<file path="src/rtl/pipe_scroller.sv">
// -----------------------------------------------------------------------------
// pipe_scroller
//
// Obstacle manager for the side-scrolling game. Holds NUM_PIPES pipe slots,
// moves every slot left by SPEED pixels once per frame, recycles pipes that
// leave the screen back to the right, and fetches a fresh gap height for the
// recycled pipe from the upstream height generator (req/valid handshake).
//
// Ports:
//   i_clk            system clock
//   i_reset_n        synchronous active-low reset
//   i_run            scrolling enable, sampled only while idle
//   i_frame_tick     one-cycle pulse per video frame
//   i_height         candidate gap top y from the height generator
//   i_height_valid   i_height is valid this cycle (used only while fetching)
//   o_height_req     request for a new height, held until i_height_valid
//   o_pipe_xr        per-slot right-edge x, slot i at bits [11i+10:11i]
//   o_pipe_gap_y     per-slot gap top y, slot i at bits [9i+8:9i]
//   o_score_pulse    one cycle when a pipe right edge crosses BIRD_X
//   o_frame_done     one cycle when a frame update completes
//   o_tick_missed    one cycle when a frame tick arrives while busy
// -----------------------------------------------------------------------------
module pipe_scroller #(
  parameter int NUM_PIPES   = 3,
  parameter int SCREEN_W    = 640,
  parameter int PIPE_W      = 52,
  parameter int SPACING     = 240,
  parameter int SPEED       = 2,
  parameter int BIRD_X      = 160,
  parameter int Y_MIN       = 40,
  parameter int Y_MAX       = 320,
  parameter int GAP_DEFAULT = 180
) (
  input  logic                     i_clk,
  input  logic                     i_reset_n,
  input  logic                     i_run,
  input  logic                     i_frame_tick,
  input  logic [8:0]               i_height,
  input  logic                     i_height_valid,
  output logic                     o_height_req,
  output logic [NUM_PIPES*11-1:0]  o_pipe_xr,
  output logic [NUM_PIPES*9-1:0]   o_pipe_gap_y,
  output logic                     o_score_pulse,
  output logic                     o_frame_done,
  output logic                     o_tick_missed
);

  localparam int               IDX_W    = (NUM_PIPES > 2) ? 2 : 1;
  localparam logic [IDX_W-1:0] LAST_IDX = IDX_W'(NUM_PIPES - 1);
  localparam logic [10:0]      SPEED_X  = 11'(SPEED);
  localparam logic [10:0]      BIRD_XX  = 11'(BIRD_X);
  localparam logic [10:0]      RECYCLE  = 11'(NUM_PIPES * SPACING);
  localparam logic [8:0]       Y_MIN_H  = 9'(Y_MIN);
  localparam logic [8:0]       Y_MAX_H  = 9'(Y_MAX);

  typedef enum logic [1:0] {
    IDLE,
    SCAN,
    FETCH
  } state_t;

  state_t           r_state;
  state_t           w_state_next;
  logic [IDX_W-1:0] r_idx;
  logic [IDX_W-1:0] w_idx_next;

  logic [10:0] r_xr  [NUM_PIPES];
  logic [8:0]  r_gap [NUM_PIPES];

  logic r_height_req;
  logic r_score_pulse;
  logic r_frame_done;
  logic r_tick_missed;

  logic [10:0] w_cur_xr;
  logic [10:0] w_moved;
  logic [10:0] w_recycled;
  logic        w_off_screen;
  logic [8:0]  w_clamped;

  logic        w_xr_wr;
  logic [10:0] w_xr_val;
  logic        w_gap_wr;
  logic        w_req_next;
  logic        w_score;
  logic        w_done;
  logic        w_missed;

  // Datapath for the slot currently being scanned. The recycle sum wraps in
  // 11 bits, so a pipe at xr < SPEED lands at xr - SPEED + NUM_PIPES*SPACING
  // and the slots keep their exact spacing.
  always_comb begin
    w_cur_xr     = r_xr[r_idx];
    w_moved      = w_cur_xr - SPEED_X;
    w_recycled   = w_moved + RECYCLE;
    w_off_screen = (w_cur_xr <= SPEED_X);
    if (i_height < Y_MIN_H) begin
      w_clamped = Y_MIN_H;
    end else if (i_height > Y_MAX_H) begin
      w_clamped = Y_MAX_H;
    end else begin
      w_clamped = i_height;
    end
  end

  // Next-state and control. Leaving a slot (after a plain move or after a
  // completed fetch) either advances to the next slot or ends the frame.
  always_comb begin
    w_state_next = r_state;
    w_idx_next   = r_idx;
    w_xr_wr      = 1'b0;
    w_xr_val     = w_moved;
    w_gap_wr     = 1'b0;
    w_req_next   = r_height_req;
    w_score      = 1'b0;
    w_done       = 1'b0;
    w_missed     = 1'b0;

    case (r_state)
      IDLE: begin
        if (i_frame_tick && i_run) begin
          w_state_next = SCAN;
          w_idx_next   = '0;
        end
      end

      SCAN: begin
        w_missed = i_frame_tick;
        w_xr_wr  = 1'b1;
        if (w_off_screen) begin
          w_xr_val     = w_recycled;
          w_req_next   = 1'b1;
          w_state_next = FETCH;
        end else begin
          w_xr_val = w_moved;
          w_score  = (w_cur_xr > BIRD_XX) && (w_moved <= BIRD_XX);
          if (r_idx == LAST_IDX) begin
            w_state_next = IDLE;
            w_idx_next   = '0;
            w_done       = 1'b1;
          end else begin
            w_idx_next = r_idx + 1'b1;
          end
        end
      end

      FETCH: begin
        w_missed = i_frame_tick;
        if (i_height_valid) begin
          w_gap_wr   = 1'b1;
          w_req_next = 1'b0;
          if (r_idx == LAST_IDX) begin
            w_state_next = IDLE;
            w_idx_next   = '0;
            w_done       = 1'b1;
          end else begin
            w_state_next = SCAN;
            w_idx_next   = r_idx + 1'b1;
          end
        end
      end

      default: begin
        w_state_next = IDLE;
        w_idx_next   = '0;
      end
    endcase
  end

  // State register.
  always_ff @(posedge i_clk) begin
    if (!i_reset_n) begin
      r_state <= IDLE;
      r_idx   <= '0;
    end else begin
      r_state <= w_state_next;
      r_idx   <= w_idx_next;
    end
  end

  // Pipe slots and registered pulse outputs. Slots start just off the right
  // edge of the screen, one SPACING apart.
  always_ff @(posedge i_clk) begin
    if (!i_reset_n) begin
      for (int i = 0; i < NUM_PIPES; i++) begin
        r_xr[i]  <= 11'(SCREEN_W + PIPE_W + i * SPACING);
        r_gap[i] <= 9'(GAP_DEFAULT);
      end
      r_height_req  <= 1'b0;
      r_score_pulse <= 1'b0;
      r_frame_done  <= 1'b0;
      r_tick_missed <= 1'b0;
    end else begin
      if (w_xr_wr) begin
        r_xr[r_idx] <= w_xr_val;
      end
      if (w_gap_wr) begin
        r_gap[r_idx] <= w_clamped;
      end
      r_height_req  <= w_req_next;
      r_score_pulse <= w_score;
      r_frame_done  <= w_done;
      r_tick_missed <= w_missed;
    end
  end

  for (genvar g = 0; g < NUM_PIPES; g++) begin : g_pack
    assign o_pipe_xr[g*11 +: 11]  = r_xr[g];
    assign o_pipe_gap_y[g*9 +: 9] = r_gap[g];
  end

  assign o_height_req  = r_height_req;
  assign o_score_pulse = r_score_pulse;
  assign o_frame_done  = r_frame_done;
  assign o_tick_missed = r_tick_missed;

endmodule
</file>
<file path="config.mk">
export PLATFORM = sky130hd
export DESIGN_NAME = pipe_scroller
export DESIGN_NICKNAME = d
export VERILOG_FILES = /design/src/rtl/pipe_scroller.sv
export SDC_FILE = /design/constraint.sdc
export NUM_CORES = 1
export LEC_CHECK = 0
export ABC_AREA = 1
export BUFFER_PORTS_ARGS = -buffer_cell sky130_fd_sc_hd__buf_4
export CAP_MARGIN = 20
export CORE_ASPECT_RATIO = 1.5
export CORE_MARGIN = 5
export CORE_UTILIZATION = 32
export CTS_CLUSTER_DIAMETER = 100
export DETAILED_ROUTE_END_ITERATION = 12
export GPL_TIMING_DRIVEN = 1
export PLACE_DENSITY = 0.56
export SLEW_MARGIN = 10
export SYNTH_ARGS = -nofsm -noshare
export SYNTH_HDL_FRONTEND = slang
export SYNTH_SLANG_ARGS = --single-unit
</file>
<file path="constraint.sdc">
create_clock -name i_clk -period 3.1 [get_ports i_clk]
set_clock_uncertainty 0.15 [all_clocks]
set_input_delay 0.31 -clock i_clk [delete_from_list [all_inputs] [get_ports i_clk]]
set_output_delay 0.31 -clock i_clk [all_outputs]
set_load 0.1 [all_outputs]
</file>
==> run summary <==
Status = completed
Post-CTS setup buffer count = 0
Number of diodes = 0
CTS H-tree depth = 3
CTS root buf = clkbuf_16
Max_cap viols = 0
Clk slew on worst S/H paths = 60 ps
Syn_nets = 455
Initial antenna violation count = 0
Cell mode on critical path = nand2_1
Worst IR Drop VDD = 0.254 mV
Met3 Resource Use GR = 0.0391
DR DRC count = 0
Post-CTS Hold Buffers = 0
Chip height = 146 µm
Total CTS buffers = 9
Die X = 101 µm
WP buf/inv = 2
CTS tree = yes
Placer Congestion = 0.874
Grt met2 use = 0.286
Largest net degree at the start of global routing = 23
Final worst-path setup slack = 465 ps
Hold Fails Final Rpt = 0
Hold WC Path Type = input port to flop
Worst slew pin tran = 418 ps
Initial core utilization = 0.329
Final std cells w/o fill = 683
Top fanout value on the critical path = 11
Syn Std Cell Area = 3970 µm²
Crit path cell chain = inv_1 -> nand3_1 -> nand2_1 -> ha_1 -> nand2_2 -> nor2_4 -> nand2_1 -> nand2_1 -> ha_1 -> inv_1 -> nand2_1 -> xor2_1 -> nor2_1
WP depth = 13
CP Launch Type = flop
First-pass GRT wire length = 17700 µm
DR iter-0 viols = 132
I/O Pins = 78
Critical Path Sink = r_xr[0][6]$_SDFFCE_PN0P_
Distinct cells, synth = 32
Detailed-route vias per instance = 4.77
CP Capture Type = flop
CORE AREA = 12100 µm²
FF/Latch Area = 2330 µm²
Met1 GRT Util = 0.170
Slew headroom = 0.721
Reg-to-reg slack, setup = 470 ps
Power per Cell Area = 594 nW/µm²
Pre-CTS WS = 493 ps
Avg Cell Area, Syn = 9.14 µm²
Max Slew Vio Count = 0
Vias in the first global route = 3356
Sequential-to-total area share from yosys stat = 0.588
Yosys reg bits = 81
Vias after detailed routing = 3257
RSZ-0062 raised after global routing = false
GRT Residual Overflow = 0
DR pass1 iterations = 4
Final hold slack = 56.1 ps
Clock latency on the worst-skew pair = 340 ps
Fraction of layout cells with a size suffix above 1 = 0.247
Area of the multi-input gates = 1400 µm²
Total negative slack = 0 ps
Reg2reg end = r_xr[0][6]$_SDFFCE_PN0P_
CTS Buffer Depth = 2
Static Leak = 2.07 nW
Nets = 546
YS warnings = 0
Finish-stage setup viols = 0
Worst Path Arrival = 2570 ps
Cell count after synthesis = 434
Crit path max-delay family = simple AND/OR/NAND/NOR gates
Worst reg-to-reg path cell count = 13
Max Freq = 380 MHz
Antenna viol nets, final = 0
Final HPWL DP = 8820 µm
Kind of critical path = flop to flop
I/O Buffers = 77
Wire per inst = 16.4 µm
Gates resized, CTS repair = 0
WL final = 11200 µm
Worst Path Required = 3040 ps
Placed cells = 667
Post-layout minimum cycle time = 2630 ps
Grt peak-use layer = met2
Slowest stage delay, CP = 310 ps
Layout fillers = 1149
Final Cycle Share = 0.850
CTS Sinks = 81
Full die area = 14800 µm²
FP Rows = 49
Slowest CP cell = dfxtp_1
Area Growth Syn to Fin = 28.2%
Overall Global Routing Usage = 0.158
-- worst register-to-register path, stage by stage, from the launching register on --
cell     delay (ps)
dfxtp_1         310
inv_1           290
nand3_1         140
nand2_1         190
ha_1            260
nand2_2         110
nor2_4          130
nand2_1          60
nand2_1         120
ha_1            160
inv_1            40
nand2_1          70
xor2_1          290
nor2_1           80
-- how the worst min path moves through the flow --
stage                         startpoint                         to  slack (ps)  cells past startpoint
3_5_place_dp   o_height_req$_SDFFE_PN0P_  o_height_req$_SDFFE_PN0P_         310                      2
6_report                    i_frame_tick   o_tick_missed$_SDFF_PN0_          60                      3
5_1_grt                     i_frame_tick   o_tick_missed$_SDFF_PN0_          50                      3
4_1_cts                     i_frame_tick   o_tick_missed$_SDFF_PN0_          40                      3
3_3_place_gp   o_height_req$_SDFFE_PN0P_  o_height_req$_SDFFE_PN0P_         320                      2
2_1_floorplan               i_frame_tick   o_tick_missed$_SDFF_PN0_         270                      2
-- state kept, by name, summed over array words and instances, names as in the netlist, named ones only --
| register | flops |
|---|---|
| o_height_req | 1 |
| o_tick_missed | 1 |
| r_state | 2 |
| o_score_pulse | 1 |
| r_idx | 2 |
| o_frame_done | 1 |
| r_xr | 44 |
| r_gap | 27 |
-- routing by layer --
layer | wire length, µm | part of all wire | up-vias
met4 | 345 | 0.031 | 0
met1 | 4180 | 0.37 | 1522
met3 | 653 | 0.058 | 24
met5 | 0 | 0 | -
li1 | - | - | 1598
met2 | 6010 | 0.54 | 113
-- where the power goes --
part	switching (mW)	internal, mW	total, mW
Sequential	0.0199	1.23	1.25
Clock	0.434	0.705	1.14
Combinational	0.486	0.149	0.635
Total	0.940	2.08	3.02
-- area by class of cell --
type | instances | area share
Sequential cell | 81 | 0.459
Clock inverter | 7 | 0.0185
Timing Repair Buffer | 87 | 0.128
Tap cell | 153 | 0.0376
Multi-Input combinational cell | 296 | 0.275
Inverter | 50 | 0.0379
Clock buffer | 9 | 0.0443
-- metrics by stage --
stage                     area [µm²]  total power, mW  utilization
after floorplan                 3970             1.74            -
after global placement          4770             1.90        0.395
after detailed placement        4770             1.91        0.395
after CTS                       5090             3.04        0.421
after global routing            5090             3.15        0.421
final                           5090             3.02        0.421
-- placed cells by master, fill, tap and decap left out, drive strengths merged, types with 7 or more instances in the layout --
cell and instances:
nand2 145, buf 87, edfxtp 71, nor2 60, nand3 51, inv 50
a21oi 14, dfxtp 10, clkbuf 9, ha 7
-- synth_stat cells --
| cell | instances | area, µm² |
|---|---|---|
| and2_1 | 1 | 6.26 |
| nand3_1 | 47 | 235 |
| o21ai_2 | 1 | 8.76 |
| xor2_1 | 1 | 8.76 |
| nand3b_1 | 1 | 7.51 |
| a211oi_1 | 1 | 7.51 |
| xnor2_1 | 1 | 8.76 |
| nor2_4 | 3 | 33.8 |
| clkinv_4 | 1 | 8.76 |
| inv_2 | 6 | 22.5 |
| edfxtp_1 | 71 | 2130 |
| dfxtp_1 | 10 | 200 |
| o21ai_1 | 2 | 10.0 |
| o21bai_1 | 2 | 15.0 |
| nand3_4 | 1 | 17.5 |
| a21oi_2 | 1 | 8.76 |
| nor2_1 | 56 | 210 |
| a21oi_1 | 13 | 65.1 |
| clkbuf_1 | 1 | 3.75 |
| buf_6 | 2 | 22.5 |
| nand4_1 | 1 | 6.26 |
| nand3b_4 | 1 | 20.0 |
| inv_1 | 43 | 161 |
| nand2_2 | 9 | 56.3 |
| buf_2 | 4 | 20.0 |
| nor2_2 | 1 | 6.26 |
| nor3_1 | 3 | 15.0 |
| o21ai_0 | 2 | 10.0 |
| nand3_2 | 3 | 30.0 |
| or2_2 | 2 | 12.5 |
| ha_1 | 7 | 87.6 |
| nand2_1 | 136 | 510 |
-- logic make-up after synthesis --
kind of cell / share of synthesized area
adders and majority gates: 0.0221
DFF: 0.588
buffers and inverters: 0.0602
and+or+nand+nor: 0.294
xor gates and xnor gates: 0.00441
AOI/OAI and AO/OA: 0.0315
No activity file was read; power rests on OpenSTA's default activity.
